**src/rtl/interleaver_pkg.sv**
```systemverilog
// Shared definitions for the 4x4 block interleaver / deinterleaver pair.
// Contents:
//   ROWS, COLS   : block geometry (fixed 4x4)
//   BLK_LEN      : symbols per block
//   ADDR_W       : in-block address width
//   LAST_ADDR    : address of the final symbol in a block
//   transpose_addr() : maps row-major index 4*r+c to column-major 4*c+r
package interleaver_pkg;

    localparam int ROWS    = 4;
    localparam int COLS    = 4;
    localparam int BLK_LEN = ROWS * COLS;
    localparam int ADDR_W  = 4;

    localparam logic [ADDR_W-1:0] LAST_ADDR = 4'd15;

    typedef enum logic {
        RD_IDLE  = 1'b0,
        RD_DRAIN = 1'b1
    } rd_state_e;

    // Swapping the two 2-bit halves transposes a 4x4 index: 4*r+c <-> 4*c+r.
    function automatic logic [ADDR_W-1:0] transpose_addr(input logic [ADDR_W-1:0] a);
        return {a[1:0], a[3:2]};
    endfunction

endpackage

```
**src/rtl/deint_pp_ram.sv**
```systemverilog
// Two-bank ping-pong symbol store for the deinterleaver.
// Ports:
//   clk      : write clock
//   we_i     : write enable
//   wbank_i  : bank being written
//   waddr_i  : write address within the bank
//   wdata_i  : symbol to write
//   rbank_i  : bank being read
//   raddr_i  : read address within the bank
//   rdata_o  : asynchronous read data
// Contents are intentionally not reset.
module deint_pp_ram
    import interleaver_pkg::*;
#(
    parameter int DW = 8
) (
    input  logic              clk,
    input  logic              we_i,
    input  logic              wbank_i,
    input  logic [ADDR_W-1:0] waddr_i,
    input  logic [DW-1:0]     wdata_i,
    input  logic              rbank_i,
    input  logic [ADDR_W-1:0] raddr_i,
    output logic [DW-1:0]     rdata_o
);

    logic [DW-1:0] mem_q [2][BLK_LEN];

    always_ff @(posedge clk) begin
        if (we_i) begin
            mem_q[wbank_i][waddr_i] <= wdata_i;
        end
    end

    assign rdata_o = mem_q[rbank_i][raddr_i];

endmodule

```
**src/rtl/deinterleaver_4_4.sv**
```systemverilog
// 4x4 block deinterleaver with ping-pong buffering.
// A block of 16 interleaved symbols is written in arrival order into one
// bank while the other bank is drained in transposed order.
// Ports:
//   clk       : clock, rising edge
//   rst       : synchronous active-high reset
//   valid_i   : data_i carries a symbol
//   data_i    : interleaved input symbol
//   valid_o   : data_o carries a deinterleaved symbol
//   data_o    : deinterleaved output symbol (registered)
//   sof_o     : first output symbol of a block
//   blk_cnt_o : completed-block counter (only with DEINTLV_BLKCNT_EN)
// Build option: define DEINTLV_BLKCNT_EN to add the block counter.
module deinterleaver_4_4
    import interleaver_pkg::*;
#(
    parameter int DW = 8
) (
    input  logic          clk,
    input  logic          rst,
    input  logic          valid_i,
    input  logic [DW-1:0] data_i,
    output logic          valid_o,
    output logic [DW-1:0] data_o,
    output logic          sof_o
`ifdef DEINTLV_BLKCNT_EN
    ,
    output logic [7:0]    blk_cnt_o
`endif
);

    // Writer
    logic [ADDR_W-1:0] wr_cnt_q;
    logic              wr_bank_q;
    logic              fill_done;

    assign fill_done = valid_i && (wr_cnt_q == LAST_ADDR);

    always_ff @(posedge clk) begin
        if (rst) begin
            wr_cnt_q  <= '0;
            wr_bank_q <= 1'b0;
        end else if (valid_i) begin
            wr_cnt_q <= wr_cnt_q + 4'd1;
            if (fill_done) begin
                wr_bank_q <= ~wr_bank_q;
            end
        end
    end

    // Reader
    rd_state_e         state_q, state_d;
    logic [ADDR_W-1:0] rd_cnt_q, rd_cnt_d;
    logic              rd_bank_q, rd_bank_d;
    logic              pend_q, pend_d;
    logic              pend_bank_q, pend_bank_d;
    logic              valid_q, valid_d;
    logic              sof_q, sof_d;
    logic [DW-1:0]     data_q, data_d;
    logic [DW-1:0]     rd_data;
    logic              req_any;
    logic              req_bank;
    logic              blk_done;

    deint_pp_ram #(.DW(DW)) u_ram (
        .clk     (clk),
        .we_i    (valid_i && !rst),
        .wbank_i (wr_bank_q),
        .waddr_i (wr_cnt_q),
        .wdata_i (data_i),
        .rbank_i (rd_bank_q),
        .raddr_i (transpose_addr(rd_cnt_q)),
        .rdata_o (rd_data)
    );

    // A fill completing this cycle is taken directly so the drain can start
    // on the next edge; the pending register only covers a request that
    // lands mid-drain, which the fill/drain rate balance should never cause.
    assign req_any  = fill_done || pend_q;
    assign req_bank = fill_done ? wr_bank_q : pend_bank_q;

    always_comb begin
        state_d     = state_q;
        rd_cnt_d    = rd_cnt_q;
        rd_bank_d   = rd_bank_q;
        pend_d      = pend_q;
        pend_bank_d = pend_bank_q;
        valid_d     = 1'b0;
        sof_d       = 1'b0;
        data_d      = data_q;
        blk_done    = 1'b0;
        unique case (state_q)
            RD_IDLE: begin
                if (req_any) begin
                    state_d   = RD_DRAIN;
                    rd_bank_d = req_bank;
                    rd_cnt_d  = '0;
                    pend_d    = 1'b0;
                end
            end
            RD_DRAIN: begin
                valid_d  = 1'b1;
                data_d   = rd_data;
                sof_d    = (rd_cnt_q == '0);
                rd_cnt_d = rd_cnt_q + 4'd1;
                if (rd_cnt_q == LAST_ADDR) begin
                    blk_done = 1'b1;
                    if (req_any) begin
                        // Chain straight into the next bank, no bubble.
                        rd_bank_d = req_bank;
                        pend_d    = 1'b0;
                    end else begin
                        state_d = RD_IDLE;
                    end
                end else if (fill_done) begin
                    pend_d      = 1'b1;
                    pend_bank_d = wr_bank_q;
                end
            end
            default: state_d = RD_IDLE;
        endcase
    end

    always_ff @(posedge clk) begin
        if (rst) begin
            state_q     <= RD_IDLE;
            rd_cnt_q    <= '0;
            rd_bank_q   <= 1'b0;
            pend_q      <= 1'b0;
            pend_bank_q <= 1'b0;
            valid_q     <= 1'b0;
            sof_q       <= 1'b0;
            data_q      <= '0;
        end else begin
            state_q     <= state_d;
            rd_cnt_q    <= rd_cnt_d;
            rd_bank_q   <= rd_bank_d;
            pend_q      <= pend_d;
            pend_bank_q <= pend_bank_d;
            valid_q     <= valid_d;
            sof_q       <= sof_d;
            data_q      <= data_d;
        end
    end

    assign valid_o = valid_q;
    assign sof_o   = sof_q;
    assign data_o  = data_q;

`ifdef DEINTLV_BLKCNT_EN
    logic [7:0] blk_cnt_q;

    always_ff @(posedge clk) begin
        if (rst) begin
            blk_cnt_q <= '0;
        end else if (blk_done) begin
            blk_cnt_q <= blk_cnt_q + 8'd1;
        end
    end

    assign blk_cnt_o = blk_cnt_q;
`else
    logic unused_blk_done;
    assign unused_blk_done = blk_done;
`endif

endmodule

```
**config.mk**
```make
export PLATFORM = sky130hd
export DESIGN_NAME = deinterleaver_4_4
export DESIGN_NICKNAME = d
export VERILOG_FILES = /design/src/rtl/interleaver_pkg.sv /design/src/rtl/deint_pp_ram.sv /design/src/rtl/deinterleaver_4_4.sv
export SDC_FILE = /design/constraint.sdc
export NUM_CORES = 1
export LEC_CHECK = 0
export ABC_AREA = 1
export CAP_MARGIN = 20
export CORE_MARGIN = 2
export CORE_UTILIZATION = 61
export CTS_BUF_LIST = sky130_fd_sc_hd__clkbuf_16
export CTS_CLUSTER_DIAMETER = 80
export CTS_CLUSTER_SIZE = 28
export DETAILED_ROUTE_END_ITERATION = 10
export PLACE_DENSITY = 0.81
export SYNTH_ARGS = -nofsm -noshare
export SYNTH_HDL_FRONTEND = slang
export SYNTH_SLANG_ARGS = --single-unit
```
**constraint.sdc**
```tcl
create_clock -name clk -period 3.45 [get_ports clk]
set_input_delay 1.035 -clock clk [delete_from_list [all_inputs] [get_ports clk]]
set_output_delay 1.035 -clock clk [all_outputs]
set_load 0.05 [all_outputs]
```
==> impl_results.md, run 1 <==
- Sum of routed wire length over all layers: 26,500 microns
- Antenna Violating Nets Remaining: 0
- Placer Congestion: ~0.96
- Final setup fails: 0
- DPL Wire Length: 16,000 microns
- Aggregate negative setup slack: 0 ns
- Setup Skew: 0.0152 ns
- Area inside the core boundary: between 0.015 and 0.02 sq mm
- Starting density of the core: 0.616
- Clock latency of the later-clocked register in the worst-skew pair: roughly 0.48 ns
- Worst hold path class: reg2reg
- Count of pins over their slew limit: 0
- Depth of the worst register-to-register path: 10
- Delay of the slowest critical-path stage: 0.82 ns
- Total track usage: 0.269
- Fill cell count: 1,363
- R2R Setup Slk: between 1 and 1.5 ns
- Post-CTS setup buffer count: 0
- Worst Min Path Start: rd_bank_q$_SDFFE_PP0N_
- Count of yosys warnings during synthesis: 0
- Fin crit period: 2.71 ns
- Worst hold path cell count: 2
- First-pass iteration count of the detailed router: 6
- Critical path's slowest cell: clkdlybuf4s50_1
- Fraction of the core area covered by cells at the end of the flow: 0.664
- Most common library cell in the layout ignoring fill and taps: nand2_1
- Wire length of the first global-routing pass: ~40,000 microns
- Port-buffer cells: 20
- Flip-flop and latch count after synthesis: between 200 and 300
- Total congestion overflow after global routing: 0
- Critical path class: reg2out
- Synthesis-to-layout area growth: 7.74%
- Via count of the first global-routing pass: 7,270
- Sequential area share after synthesis: 0.713
- Antenna violations before repair: 0
- # IOs: 21
- Number of distinct library cells after synthesis: 24
- Worst IR drop on VDD: 0.000474 V
- Worst-case headroom to the max-slew limit: 0.479
- CP bufs+invs: 1
- Number of endpoints with negative hold slack in the final report: 0
- Hold slack: 0.516 ns
- Per-cell routed wire length: 20.5 microns
- X dimension of the die: between 100 and 150 microns
- Root cell of the clock tree: clkbuf_16
- Data required time of the worst path: 2.41 ns
- Critical Path End Type: output port
- Clock tree from TritonCTS: yes
- Pwr Density: between 400 and 500 mW/mm^2
- Maximum capacitance violations: 0
- Clock sink total: 280
- Cells resized by post-CTS repair: 0
- Synthesized area per cell: 11.2 sq um
- Reg2Reg Capture Point: data_o[1]$_SDFFE_PP0P_
- Cell Area, Synth: 0.0115 sq mm
- Family with the most delay on the worst path: buffers and inverters
- Count of mapped cells out of synthesis: 1,027
- Upper clock frequency limit: 0.370 GHz
- Number of clock buffers inserted by TritonCTS: 13
- Number of buffers inserted for hold repair after clock tree synthesis: 0
- Nets: ~1,100
- Layout cell share with drive strength beyond 1: 0.0660
- Maximum number of pins on one net before global-route repair: 73
- Worst setup path start: data_o[7]$_SDFFE_PP0P_
- Chip height: 141 microns
- Status: complete, no violations
- Maximum root-to-sink buffer count: 3
- Measured slew at the worst slew-check pin: 0.779 ns
- Critical-path cell list: clkdlybuf4s50_1
- Largest fanout on the critical path: 2
- Setup crit start kind: register
- Depth of the CTS H-tree: 1
- RSZ-0062 raised after global routing: no
- Net count of the mapped netlist: 1,044
- Commonest non-fill, non-tap cells in the layout: nand2_1, edfxtp_1, nand3_1
- Site Rows: 50
- Reg clk slew, reported paths: roughly 0.11 ns
- Static leakage: around 0.0046 uW
- Die outline area: 0.0199 sq mm
- Antenna diode count: 0
- Via density per instance: between 5 and 6
- Data arrival time of the critical path: 1.67 ns
- Total number of vias: between 7,000 and 8,000
- Portion of the clock cycle consumed by the worst path in the final layout: 0.784
- Violation count after the first detailed-routing iteration: ~1,000
- Remaining DRCs: 0
## cell usage after synthesis
cell      number  area share
inv_1         23      0.0075
nor2_4         1     0.00098
dfxtp_1       24       0.042
xor2_1         1     0.00076
buf_1          2     0.00066
a32o_1         1     0.00087
nand3_1      147       0.064
nor3_1        27       0.012
clkbuf_1      10      0.0033
clkinv_1       1     0.00033
nor2_1        41       0.013
a211oi_1       1     0.00066
ha_1           6      0.0066
o22ai_1        1     0.00055
buf_2         21      0.0092
buf_4         16       0.010
o21ai_0        4      0.0017
edfxtp_1     256        0.67
inv_2          5      0.0016
o31ai_1        1     0.00066
buf_6          5      0.0049
nand4_1        1     0.00055
a21oi_1       42       0.018
nand2_1      390        0.13
## worst reg2reg max path: cells and delay by family (launching register included)
kind          cells  cell delay, ns
buf+inv           3            0.52
simple gates      7            0.99
flops             1            0.65
## power by group
part / switching, uW / internal [uW] / leakage [uW] / total [uW]
sequential: 4.82 / 3710 / 0.00250 / 3710
clock: 936 / 689 / 0.000182 / 1620
combinational: 101 / 30.1 / 0.00190 / 131
## registers in the layout, summed over array words and instances, names as in the netlist, named ones only
register     count
data_o           8
pend_bank_q      1
pend_q           1
rd_bank_q        1
rd_cnt_q         4
sof_o            1
state_q          1
u_ram.mem_q    256
valid_o          1
wr_bank_q        1
wr_cnt_q         4
## worst max-delay path by stage
stage | end | slack [ns] | cells after the start
4_1_cts | data_o[7] | 0.74 | 1
5_1_grt | u_ram.mem_q[1][65]$_DFFE_PP_ | 0.72 | 5
6_report | data_o[7] | 0.74 | 1
2_1_floorplan | u_ram.mem_q[0][10]$_DFFE_PP_ | 1.06 | 4
3_3_place_gp | u_ram.mem_q[1][100]$_DFFE_PP_ | 0.43 | 5
3_5_place_dp | u_ram.mem_q[0][64]$_DFFE_PP_ | 0.37 | 5
## cell type report
class	count	area, sq um	share of cell area
flip-flops and latches	280	8170	0.662
multi-input cells	664	2850	0.231
repair buffers	70	576	0.0466
clock buffers	13	325	0.0264
well taps	234	293	0.0237
inverters	29	110	0.00892
clock inverters	4	15.0	0.00122
## logic make-up (layout without fill, tap and decap cells)
group	after synthesis	after routing	share of synthesized area
AO/OA/AOI/OAI	50	50	0.0228
XOR/XNOR	1	1	0.000765
adder cells (fa/ha/maj)	6	6	0.00655
buffers and inverters	83	116	0.0380
flip-flops	280	280	0.713
AND/OR/NAND/NOR	607	607	0.219
## stage by stage
step | setup WS, ns | power [uW] | instances | cell area, sq um
3_3_place_gp | 0.428 | 3910 | 1277 | 12000
3_5_place_dp | 0.366 | 3920 | 1277 | 12000
4_1_cts | 0.743 | 5490 | 1294 | 12300
5_1_grt | 0.718 | 5600 | 1294 | 12300
6_report | 0.744 | 5470 | 1294 | 12300
2_1_floorplan | 1.06 | 3820 | 1027 | 11500
## routing by layer
layer,track usage,routed length [microns]
met1,0.371,10100
met4,0.116,1120
met2,0.436,12700
met3,0.0394,2600
met5,0,0
Note: power is estimated with default switching activity, not from simulation.
==> run 2, diff against run 1 <==
Clock period 3.45 ns to 2.54 ns, I/O delays scaled along.
==> run 2 against run 1 <==
  * Global-route usage fell by 0.14 points
  * Sequential power rose by 36%
  * First-iteration DRC count fell by 5.3%
  * Register-to-register slack got worse by 0.64 ns
  * Cell area rose by 1.5%
  * Via count barely moved
  * Die area did not move
  * Setup slack got worse by 0.60 ns
  * Non-clock buffer count rose by 12
  * Sequential cell count did not move
  * Largest power group unchanged
==> impl_results.md, run 2 (synthesis gave the netlist of run 1 again) <==
- Status: complete, no violations
- Per-cell routed wire length: approximately 20 microns
- Total track usage: 0.268
- Delay of the slowest critical-path stage: 0.81 ns
- Final setup fails: 0
- Total number of vias: 7,721
- Portion of the clock cycle consumed by the worst path in the final layout: 0.942
- Reg2Reg Capture Point: data_o[6]$_SDFFE_PP0P_
- Number of endpoints with negative hold slack in the final report: 0
- Cell internal pwr: 6030 uW
- Aggregate negative setup slack: 0 ns
- First-pass iteration count of the detailed router: 5
- Fin crit period: 2.39 ns
- Wire length of the first global-routing pass: 39,900 microns
- Antenna Violating Nets Remaining: 0
- Via count of the first global-routing pass: 7,387
- Worst hold path class: reg2reg
- Worst IR drop on VDD: 0.000532 V
- Post-CTS setup buffer count: 0
- Worst setup path start: data_o[1]$_SDFFE_PP0P_
- Fill cell count: 1,299
- Upper clock frequency limit: 0.418 GHz
- Maximum number of pins on one net before global-route repair: approximately 130
- Violation count after the first detailed-routing iteration: 971
- Sum of routed wire length over all layers: 26,500 microns
- Critical path class: reg2out
- Clock latency of the later-clocked register in the worst-skew pair: 0.48 ns
- Critical-path cell list: clkdlybuf4s50_1
- Depth of the worst register-to-register path: 12
- P_sw: between 1000 and 1500 uW
- Critical path's slowest cell: clkdlybuf4s50_1
- Relative contribution of the clock network to total power: 0.297
- DPL Wire Length: about 17,000 microns
- Layout cell share with drive strength beyond 1: 0.0762
- Antenna violations before repair: 0
- Fraction of power consumed by combinational cells: 0.027
- Worst Min Path Start: data_o[7]$_SDFFE_PP0P_
- Cells resized by post-CTS repair: 0
- Clock sink total: 280
- Worst-case headroom to the max-slew limit: 0.473
- Chip height: ~140 microns
- Setup Skew: ~0.011 ns
- Maximum capacitance violations: 0
- Clock tree from TritonCTS: yes
- Synthesis-to-layout area growth: 9.32%
- CP bufs+invs: 1
- Max FFs per register: between 200 and 300
- Die outline area: 0.0199 sq mm
- Area inside the core boundary: 0.0186 sq mm
- Data arrival time of the critical path: between 1.5 and 2 ns
- Finished Cell Area: 0.0125 sq mm
- Instance area at placement: 0.0122 sq mm
- Count of pins over their slew limit: 0
- Number of buffers inserted for hold repair after clock tree synthesis: 0
- Sw Ratio: 0.190
- Total congestion overflow after global routing: 0
- Data required time of the worst path: 1.78 ns
- Commonest non-fill, non-tap cells in the layout: nand2_1, edfxtp_1, nand3_1
- Largest fanout on the critical path: 2
- Port-buffer cells: 20
- # IOs: 21
- Reg clk slew, reported paths: about 0.1 ns
- Root cell of the clock tree: clkbuf_16
- Most common library cell in the layout ignoring fill and taps: nand2_1
- Remaining DRCs: 0
- RSZ-0062 raised after global routing: no
- Static leakage: 0.00469 uW
- R2R Setup Slk: 0.56 ns
- X dimension of the die: 141 microns
- Worst hold path cell count: 2
- Measured slew at the worst slew-check pin: 0.789 ns
- Pwr Density: 595 mW/mm^2
- Starting density of the core: 0.616
- Relative contribution of sequential cells to total power: 0.676
- Placer Congestion: 0.898
- Number of clock buffers inserted by TritonCTS: 13
- Setup crit start kind: register
- Antenna diode count: 0
- Nets: 1,087
- Maximum root-to-sink buffer count: 3
- Reg with most FFs: u_ram.mem_q
- Family with the most delay on the worst path: buffers and inverters
- Depth of the CTS H-tree: 1
- Via density per instance: 5.89
- Critical Path End Type: output port
- Site Rows: 50
- Capture endpoint of the worst hold path: data_o[7]$_SDFFE_PP0P_
run 2: how the worst max path moves through the flow:
stage / end / depth (start not counted)
2_1_floorplan: u_ram.mem_q[0][10]$_DFFE_PP_ / 4
3_3_place_gp: u_ram.mem_q[0][3]$_DFFE_PP_ / 9
3_5_place_dp: u_ram.mem_q[1][24]$_DFFE_PP_ / 7
4_1_cts: data_o[0] / 1
5_1_grt: data_o[4] / 1
6_report: data_o[1] / 1
run 2: worst register-to-register path, stage by stage, from the launching register on:
cell      delay [ns]
dfxtp_4         0.37
clkinv_2        0.08
buf_4           0.51
nand2_1         0.14
nand2_1         0.10
nand2_1         0.05
nand2_1         0.09
nor2_1          0.07
nand2_1         0.10
nand3_1         0.16
nand3_1         0.17
nand2_1         0.07
inv_1           0.05
run 2: cell type report:
| class | count | area [sq um] | share of cell area |
|---|---|---|---|
| Sequential cell | 280 | 8170 | 0.653 |
| Multi-Input combinational cell | 664 | 2850 | 0.228 |
| Inverter | 29 | 110 | 0.00879 |
| Tap cell | 234 | 293 | 0.0234 |
| Clock inverter | 8 | 30.0 | 0.00240 |
| Clock buffer | 13 | 325 | 0.0260 |
| Timing Repair Buffer | 82 | 741 | 0.0592 |
run 2: per-stage QoR:
step / instances / util / hold WS [ns] / setup WS (ns) / total power (uW)
after floorplan: 1027 / - / 0.455 / 0.427 / 5190
after global placement: 1289 / 0.655 / 0.476 / 0.0515 / 5340
after detailed placement: 1289 / 0.655 / 0.477 / 0.0101 / 5340
after CTS: 1310 / 0.674 / 0.493 / 0.138 / 7470
after global routing: 1310 / 0.674 / 0.510 / 0.0891 / 7630
final: 1310 / 0.674 / 0.489 / 0.148 / 7450
run 2: power by group through the flow:
stage,logic [uW],registers (uW),clock network (uW)
after CTS,199,5040,2230
final,201,5040,2210
after global placement,194,5140,0
after floorplan,42.0,5150,0
after detailed placement,198,5140,0
after global routing,212,5040,2380
run 2: layer usage:
metal | global-route usage | up-vias | wire length, microns
li1 | - | 3592 | -
met1 | 0.357 | 3602 | 10100
met2 | 0.453 | 461 | 12800
met3 | 0.0459 | 66 | 2690
met4 | 0.0911 | 0 | 923
met5 | 0 | - | 0
